<file path="src/rtl/conv_pkg.sv">
// Shared types and default sizes for the convolution tile loader and its helpers.
package conv_pkg;

  localparam int DATA_W_DFLT = 8;
  localparam int TILE_DFLT   = 4;
  localparam int KER_DFLT    = 3;
  localparam int CNT_W_DFLT  = 16;

  localparam int NPIX = TILE_DFLT * TILE_DFLT;
  localparam int NKER = KER_DFLT * KER_DFLT;

  typedef enum logic [1:0] {
    K_LOAD  = 2'd0,
    P_LOAD  = 2'd1,
    PRESENT = 2'd2
  } state_e;

endpackage

</file>
<file path="src/rtl/conv_elem_shiftreg.sv">
// Indexed-write register file of N elements, exposed as one flat read bus
// with element i at bits [i*DATA_W +: DATA_W].
module conv_elem_shiftreg
  import conv_pkg::*;
#(
  parameter int N      = NKER,
  parameter int DATA_W = DATA_W_DFLT,
  parameter int IDX_W  = 4
) (
  input  logic                clk,
  input  logic                rst,
  input  logic                i_we,
  input  logic [IDX_W-1:0]    i_idx,
  input  logic [DATA_W-1:0]   i_data,
  output logic [N*DATA_W-1:0] o_flat
);

  logic [N-1:0][DATA_W-1:0] r_mem;

  always_ff @(posedge clk) begin
    // NOTE: this storage is reset on purpose: the conv stage must observe all-zero buses after reset.
    if (rst) begin
      r_mem <= '0;
    end else if (i_we) begin
      for (int i = 0; i < N; i++) begin
        if (i_idx == IDX_W'(i)) r_mem[i] <= i_data;
      end
    end
  end

  assign o_flat = r_mem;

endmodule

</file>
<file path="src/rtl/conv_tile_loader.sv">
// Byte-stream loader that assembles a KERxKER kernel and a TILExTILE pixel tile
// and hands them to the conv stage; the kernel is kept across tiles until reloaded.
module conv_tile_loader
  import conv_pkg::*;
#(
  parameter int DATA_W = DATA_W_DFLT,
  parameter int TILE   = TILE_DFLT,
  parameter int KER    = KER_DFLT,
  parameter int CNT_W  = CNT_W_DFLT
) (
  input  logic                          clk,
  input  logic                          rst,
  input  logic                          in_valid,
  output logic                          in_ready,
  input  logic [DATA_W-1:0]             in_data,
  input  logic                          reload_kernel,
  output logic                          tile_valid,
  input  logic                          tile_ready,
  output logic [TILE*TILE*DATA_W-1:0]   tile_pix,
  output logic [KER*KER*DATA_W-1:0]     tile_ker,
  output logic [CNT_W-1:0]              tiles_done,
  output logic                          busy
);

  localparam int N_PIX = TILE * TILE;
  localparam int N_KER = KER * KER;
  localparam int CW    = $clog2(N_PIX);

  state_e          r_state;
  state_e          w_state_nxt;
  logic [CW-1:0]   r_cnt;
  logic [CNT_W-1:0] r_tiles_done;

  logic w_accept;
  logic w_ker_last;
  logic w_pix_last;
  logic w_handshake;
  logic w_ker_we;
  logic w_pix_we;

  assign in_ready    = (r_state != PRESENT);
  assign tile_valid  = (r_state == PRESENT);
  assign busy        = (r_state == K_LOAD) ? (r_cnt != '0) : 1'b1;
  assign tiles_done  = r_tiles_done;

  assign w_accept    = in_valid && in_ready;
  assign w_ker_we    = w_accept && (r_state == K_LOAD);
  assign w_pix_we    = w_accept && (r_state == P_LOAD);
  assign w_ker_last  = w_ker_we && (r_cnt == CW'(N_KER - 1));
  assign w_pix_last  = w_pix_we && (r_cnt == CW'(N_PIX - 1));
  assign w_handshake = tile_valid && tile_ready;

  always_ff @(posedge clk) begin
    if (rst) r_state <= K_LOAD;
    else     r_state <= w_state_nxt;
  end

  always_comb begin
    // NOTE: default first so every path assigns; a missed branch would otherwise infer a latch.
    w_state_nxt = r_state;
    case (r_state)
      K_LOAD:  if (w_ker_last)  w_state_nxt = P_LOAD;
      P_LOAD:  if (w_pix_last)  w_state_nxt = PRESENT;
      PRESENT: if (w_handshake) w_state_nxt = reload_kernel ? K_LOAD : P_LOAD;
      default: w_state_nxt = K_LOAD;
    endcase
  end

  // The element counter is shared by both load phases and restarts at each phase boundary.
  always_ff @(posedge clk) begin
    // NOTE: clocked state uses non-blocking assignments so all registers update from pre-edge values.
    if (rst) begin
      r_cnt <= '0;
    end else if (w_ker_last || w_pix_last) begin
      r_cnt <= '0;
    end else if (w_accept) begin
      r_cnt <= r_cnt + 1'b1;
    end
  end

  always_ff @(posedge clk) begin
    if (rst)              r_tiles_done <= '0;
    else if (w_handshake) r_tiles_done <= r_tiles_done + 1'b1;
  end

  conv_elem_shiftreg #(
    .N      (N_KER),
    .DATA_W (DATA_W),
    .IDX_W  (CW)
  ) u_ker (
    .clk    (clk),
    .rst    (rst),
    .i_we   (w_ker_we),
    .i_idx  (r_cnt),
    .i_data (in_data),
    .o_flat (tile_ker)
  );

  conv_elem_shiftreg #(
    .N      (N_PIX),
    .DATA_W (DATA_W),
    .IDX_W  (CW)
  ) u_pix (
    .clk    (clk),
    .rst    (rst),
    .i_we   (w_pix_we),
    .i_idx  (r_cnt),
    .i_data (in_data),
    .o_flat (tile_pix)
  );

endmodule

</file>
<file path="config.mk">
export PLATFORM = sky130hd
export DESIGN_NAME = conv_tile_loader
export DESIGN_NICKNAME = d
export VERILOG_FILES = /design/src/rtl/conv_pkg.sv /design/src/rtl/conv_elem_shiftreg.sv /design/src/rtl/conv_tile_loader.sv
export SDC_FILE = /design/constraint.sdc
export NUM_CORES = 1
export LEC_CHECK = 0
export ABC_CLOCK_PERIOD_IN_PS = 5200
export BUFFER_PORTS_ARGS = -buffer_cell sky130_fd_sc_hd__buf_2
export CAP_MARGIN = 25
export CELL_PAD_IN_SITES_DETAIL_PLACEMENT = 1
export CELL_PAD_IN_SITES_GLOBAL_PLACEMENT = 2
export CORE_MARGIN = 2
export CORE_UTILIZATION = 34
export DETAILED_ROUTE_END_ITERATION = 16
export PLACE_DENSITY_LB_ADDON = 0.05
export SKIP_CTS_REPAIR_TIMING = 1
export SLEW_MARGIN = 20
export SYNTH_ARGS = -nofsm -noshare
export SYNTH_HDL_FRONTEND = slang
export SYNTH_SLANG_ARGS = --single-unit
</file>
<file path="constraint.sdc">
create_clock -name clk -period 5.2 [get_ports clk]
set_input_delay 1.04 -clock clk [delete_from_list [all_inputs] [get_ports clk]]
set_output_delay 1.04 -clock clk [all_outputs]
set_load 0.005 [all_outputs]
</file>
==> impl.org <==
** Yosys
- Cell type with the highest aggregate area in the netlist :: sky130_fd_sc_hd__dfxtp_1
- Flip-flop and latch count after synthesis :: approximately 220
- Leading cell types by count after synthesis :: sky130_fd_sc_hd__dfxtp_1 (222), sky130_fd_sc_hd__nor2_1 (172), sky130_fd_sc_hd__mux2i_1 (152), sky130_fd_sc_hd__nand2_1 (64), sky130_fd_sc_hd__a21oi_1 (55)
- Counting every instance in the synthesized netlist gives ~880.
- In this run the biggest area consumer among cell types represents ~52% of the synthesized area.
- Of the total synthesized cell area, the portion taken by AND, OR, NAND and NOR gates is 19.3%.
- Mapped Nets :: roughly 900
- The synthesized netlist devotes 4.63% of its cell area to compound gates.
- For this run, the number of Yosys warnings is 0.
- Counting distinct cell types in the post-synthesis netlist gives 41.
- For this run, the leading register cell type out of synthesis is sky130_fd_sc_hd__dfxtp_1.
- Xor/xnor share of the synthesized area :: approximately 1.1%
- After synthesis, the mean cell area works out to 9.67 µm².
- Fraction of registers with async set or reset after synthesis :: 0%
- The mapped netlist covers approximately 0.0085 mm².
- In the synthesized netlist, mux cells make up a little under a fifth of the area.
- Largest family of logic cells by synthesized area :: simple AND/OR/NAND/NOR gates
- Portion of the post-synthesis area used by sequential elements :: a little over half
- Of the total synthesized cell area, the portion taken by full adders, half adders and majority gates is less than 1%.
- Yosys mapped a number of flops with a built-in enable equal to 0.
- After synthesis, the cell types taking the most area are sky130_fd_sc_hd__dfxtp_1 (52%), sky130_fd_sc_hd__mux2i_1 (18%), sky130_fd_sc_hd__nor2_1 (7.6%).
- Most numerous cell in the Yosys netlist :: sky130_fd_sc_hd__dfxtp_1

** STA
- For the pin with the worst max-slew slack, the measured transition is 0.854 ns.
- RSZ-0062 raised after global routing :: no
- Setup violations remaining at the end of the flow were counted as 0.
- Derived from the worst setup path, the maximum achievable clock frequency is 295 MHz.
- Worst Hold Slack :: 0.453 ns
- Dividing the final minimum period by the clock period gives ~65%.
- Worst slew margin relative to its limit :: 43.1%
- Setup clock skew after layout :: about 0.0097 ns
- The routed design could run at a clock period as short as approximately 3.4 ns.
- The number of hold violations in the final report came to 0.
- The number of max-slew violations in the final report is 0.
- Summed over all failing endpoints, the final setup total negative slack is 0 ns.

** Clocking
- Buffers inserted during clock tree synthesis total 25.
- CTS built an H-tree with a depth of 1.
- CTS saw about 220 sinks.
- TritonCTS built the clock tree.
- Worst-skew pair later-pin latency :: between 0.5 and 0.6 ns
- Clock-pin slew was measured on the worst setup and hold paths at ~0.060 ns.
- Clock tree root driver cell :: sky130_fd_sc_hd__clkbuf_16
- In this run the deepest clock path goes through 3 buffers.

** Cells and area
- The repair_antennas step left the layout with diodes totalling 0.
- Nets :: about 1,100
- In the final layout, the share of cells above drive strength 1 is between 20 and 30%.
- The area growth from synthesis to layout is 26.0%.

** Setup path
- At the worst endpoint, the required time is 4.16 ns.
- Element type at the critical path start :: flip-flop
- Critical path capture point type :: output port
- Worst path arrival time :: 2.35 ns
- Type of the worst setup path :: reg -> out
- In this run the worst path has a maximum fanout of 16.

** Floorplanning
- From left edge to right edge, the die measures 162 µm.
- In this run the standard cell core region covers roughly 0.024 mm².
- I/O pin cnt :: approximately 230
- In this run the core area contains 57 standard-cell rows.
- Initial core utilization :: 34.8%
- Area enclosed by the die boundary :: 0.0262 mm²
- Measured along the y axis, the die boundary spans ~160 µm.

** Power
- Across the VDD grid, the largest voltage drop is approximately 0.00022 V.
- Proportion of power drawn by flip-flops and latches :: 47.7%
- Power spread over the standard cell area amounts to between 300 and 400 mW/mm².
- Net switching power figure :: ~810 µW
- Sw Share :: about 22%
- Cell internal power was estimated by the tool at roughly 2800 µW.
- Leakage Power :: 0.00472 µW
- Logic gate share of total power :: 4.1%
- The clock network burns between 40% and 50% of the power.

** Routing
- Number of remaining DRC errors :: 0
- The pre-antenna-repair detailed-routing pass consisted of 4 iterations.
- Using the TritonRoute via totals, the vias-per-cell ratio works out to just under 5.
- Detailed routing inserted a total of 6,841 vias.
- Average detailed-routed wire length per instance :: approximately 19 µm
- Violation count after the first detailed-routing iteration :: 378
- Total Wirelength :: 26.6 mm
- Residual antenna-violating net count after detailed routing :: 0

** Global routing
- The number of global-route vias before repair was 6,701.
- Pin count of the biggest net entering global routing :: 70
- The number of antenna violations at the first check in global routing was 1.
- Global route total overflow :: 0
- Wire length of the first global-routing pass :: roughly 40 mm
- Tot GR Track Use :: between 10% and 20%

** Place
- Routability-driven placement finished with a final weighted congestion of 0.732.
- Final HPWL from detailed placement :: between 15 and 20 mm
- Buffers added on ports :: approximately 230

** Worst hold path
- Path category of the worst min-delay check :: reg -> reg

** Run status
- The run finished with clean final reports.

** Run
- Max-cap violations in this run came to 0.
==> registers in the layout, summed over array words and instances (netlist names) <==
signal        count
u_pix.o_flat    128
u_ker.o_flat     72
tiles_done       16
r_cnt             4
r_state           2
==> logic make-up after synthesis <==
kind of cell | Yosys count
muxes | 155
adders and majority gates | 5
and+or+nand+nor | 332
buffers and inverters | 75
AOI/OAI and AO/OA | 77
xor gates and xnor gates | 11
DFF | 222
==> layout make-up <==
cell class	instances	area, µm²
Inverter	8	30.0
Sequential cell	222	4440
Clock buffer	40	802
Tap cell	324	405
Clock inverter	5	25.0
Timing Repair Buffer	238	1210
Multi-Input combinational cell	580	3760
Fill cell	2898	13700
==> metal layers <==
layer	routed length [µm]	GRT usage [%]
met5	13	0
met4	468	4.30
met3	2050	5.62
met2	12000	31.1
met1	12100	26.3
==> through the flow <==
| stage | cell area (µm²) | utilization, % | power (µW) | std cells | worst slack (ns) |
|---|---|---|---|---|---|
| floorplan | 8480 | - | 1850 | 877 | 2.65 |
| global placement | 9850 | 40.4 | 1910 | 1372 | 2.28 |
| detailed placement | 9850 | 40.4 | 1910 | 1372 | 2.22 |
| CTS | 10700 | 43.8 | 3660 | 1417 | 1.76 |
| global route | 10700 | 43.8 | 3750 | 1417 | 1.72 |
| finish | 10700 | 43.8 | 3610 | 1417 | 1.81 |
==> final timing paths <==
kind,start,to,slack [ns],depth (start not counted)
max,r_state[1],busy,1.81,4
min,u_pix.o_flat[91],u_pix.o_flat[91],0.45,2
max reg2reg,r_state[0],u_pix.o_flat[46],2.71,4
min reg2reg,u_pix.o_flat[91],u_pix.o_flat[91],0.45,2
==> critical path: stages, from the launching register on <==
cell and delay (ns):
sky130_fd_sc_hd__dfxtp_1 0.54, sky130_fd_sc_hd__or4_1 0.95, sky130_fd_sc_hd__inv_1 0.14, sky130_fd_sc_hd__nand2_1 0.06, sky130_fd_sc_hd__buf_2 0.15
==> placed cells by master (no fill, tap or decap), types with 2 or more instances in the layout <==
| cell | instances |
|---|---|
| sky130_fd_sc_hd__a21oi_1 | 55 |
| sky130_fd_sc_hd__and3_1 | 3 |
| sky130_fd_sc_hd__buf_2 | 230 |
| sky130_fd_sc_hd__buf_4 | 7 |
| sky130_fd_sc_hd__clkbuf_1 | 3 |
| sky130_fd_sc_hd__clkbuf_16 | 25 |
| sky130_fd_sc_hd__clkbuf_8 | 12 |
| sky130_fd_sc_hd__clkinv_2 | 5 |
| sky130_fd_sc_hd__dfxtp_1 | 222 |
| sky130_fd_sc_hd__ha_1 | 5 |
| sky130_fd_sc_hd__inv_1 | 8 |
| sky130_fd_sc_hd__mux2_2 | 2 |
| sky130_fd_sc_hd__mux2i_1 | 152 |
| sky130_fd_sc_hd__nand2_1 | 64 |
| sky130_fd_sc_hd__nand3_1 | 43 |
| sky130_fd_sc_hd__nand3_2 | 4 |
| sky130_fd_sc_hd__nand4bb_1 | 2 |
| sky130_fd_sc_hd__nor2_1 | 172 |
| sky130_fd_sc_hd__nor2_2 | 5 |
| sky130_fd_sc_hd__nor2_4 | 5 |
| sky130_fd_sc_hd__nor2_8 | 4 |
| sky130_fd_sc_hd__nor2b_1 | 4 |
| sky130_fd_sc_hd__nor3_1 | 2 |
| sky130_fd_sc_hd__nor3b_1 | 2 |
| sky130_fd_sc_hd__nor4b_4 | 2 |
| sky130_fd_sc_hd__nor4bb_2 | 2 |
| sky130_fd_sc_hd__o21ai_0 | 20 |
| sky130_fd_sc_hd__or3_1 | 5 |
| sky130_fd_sc_hd__or4_1 | 2 |
| sky130_fd_sc_hd__or4b_4 | 2 |
| sky130_fd_sc_hd__xnor2_1 | 4 |
| sky130_fd_sc_hd__xor2_1 | 7 |
==> power by group through the flow <==
stage / Sequential (µW) / Combinational, µW / Clock [µW]
6_report: 1720 / 148 / 1740
5_1_grt: 1720 / 161 / 1870
4_1_cts: 1720 / 153 / 1790
3_5_place_dp: 1760 / 152 / 0
3_3_place_gp: 1760 / 152 / 0
2_1_floorplan: 1760 / 93.9 / 0
Power figures use the tool's default switching activity.
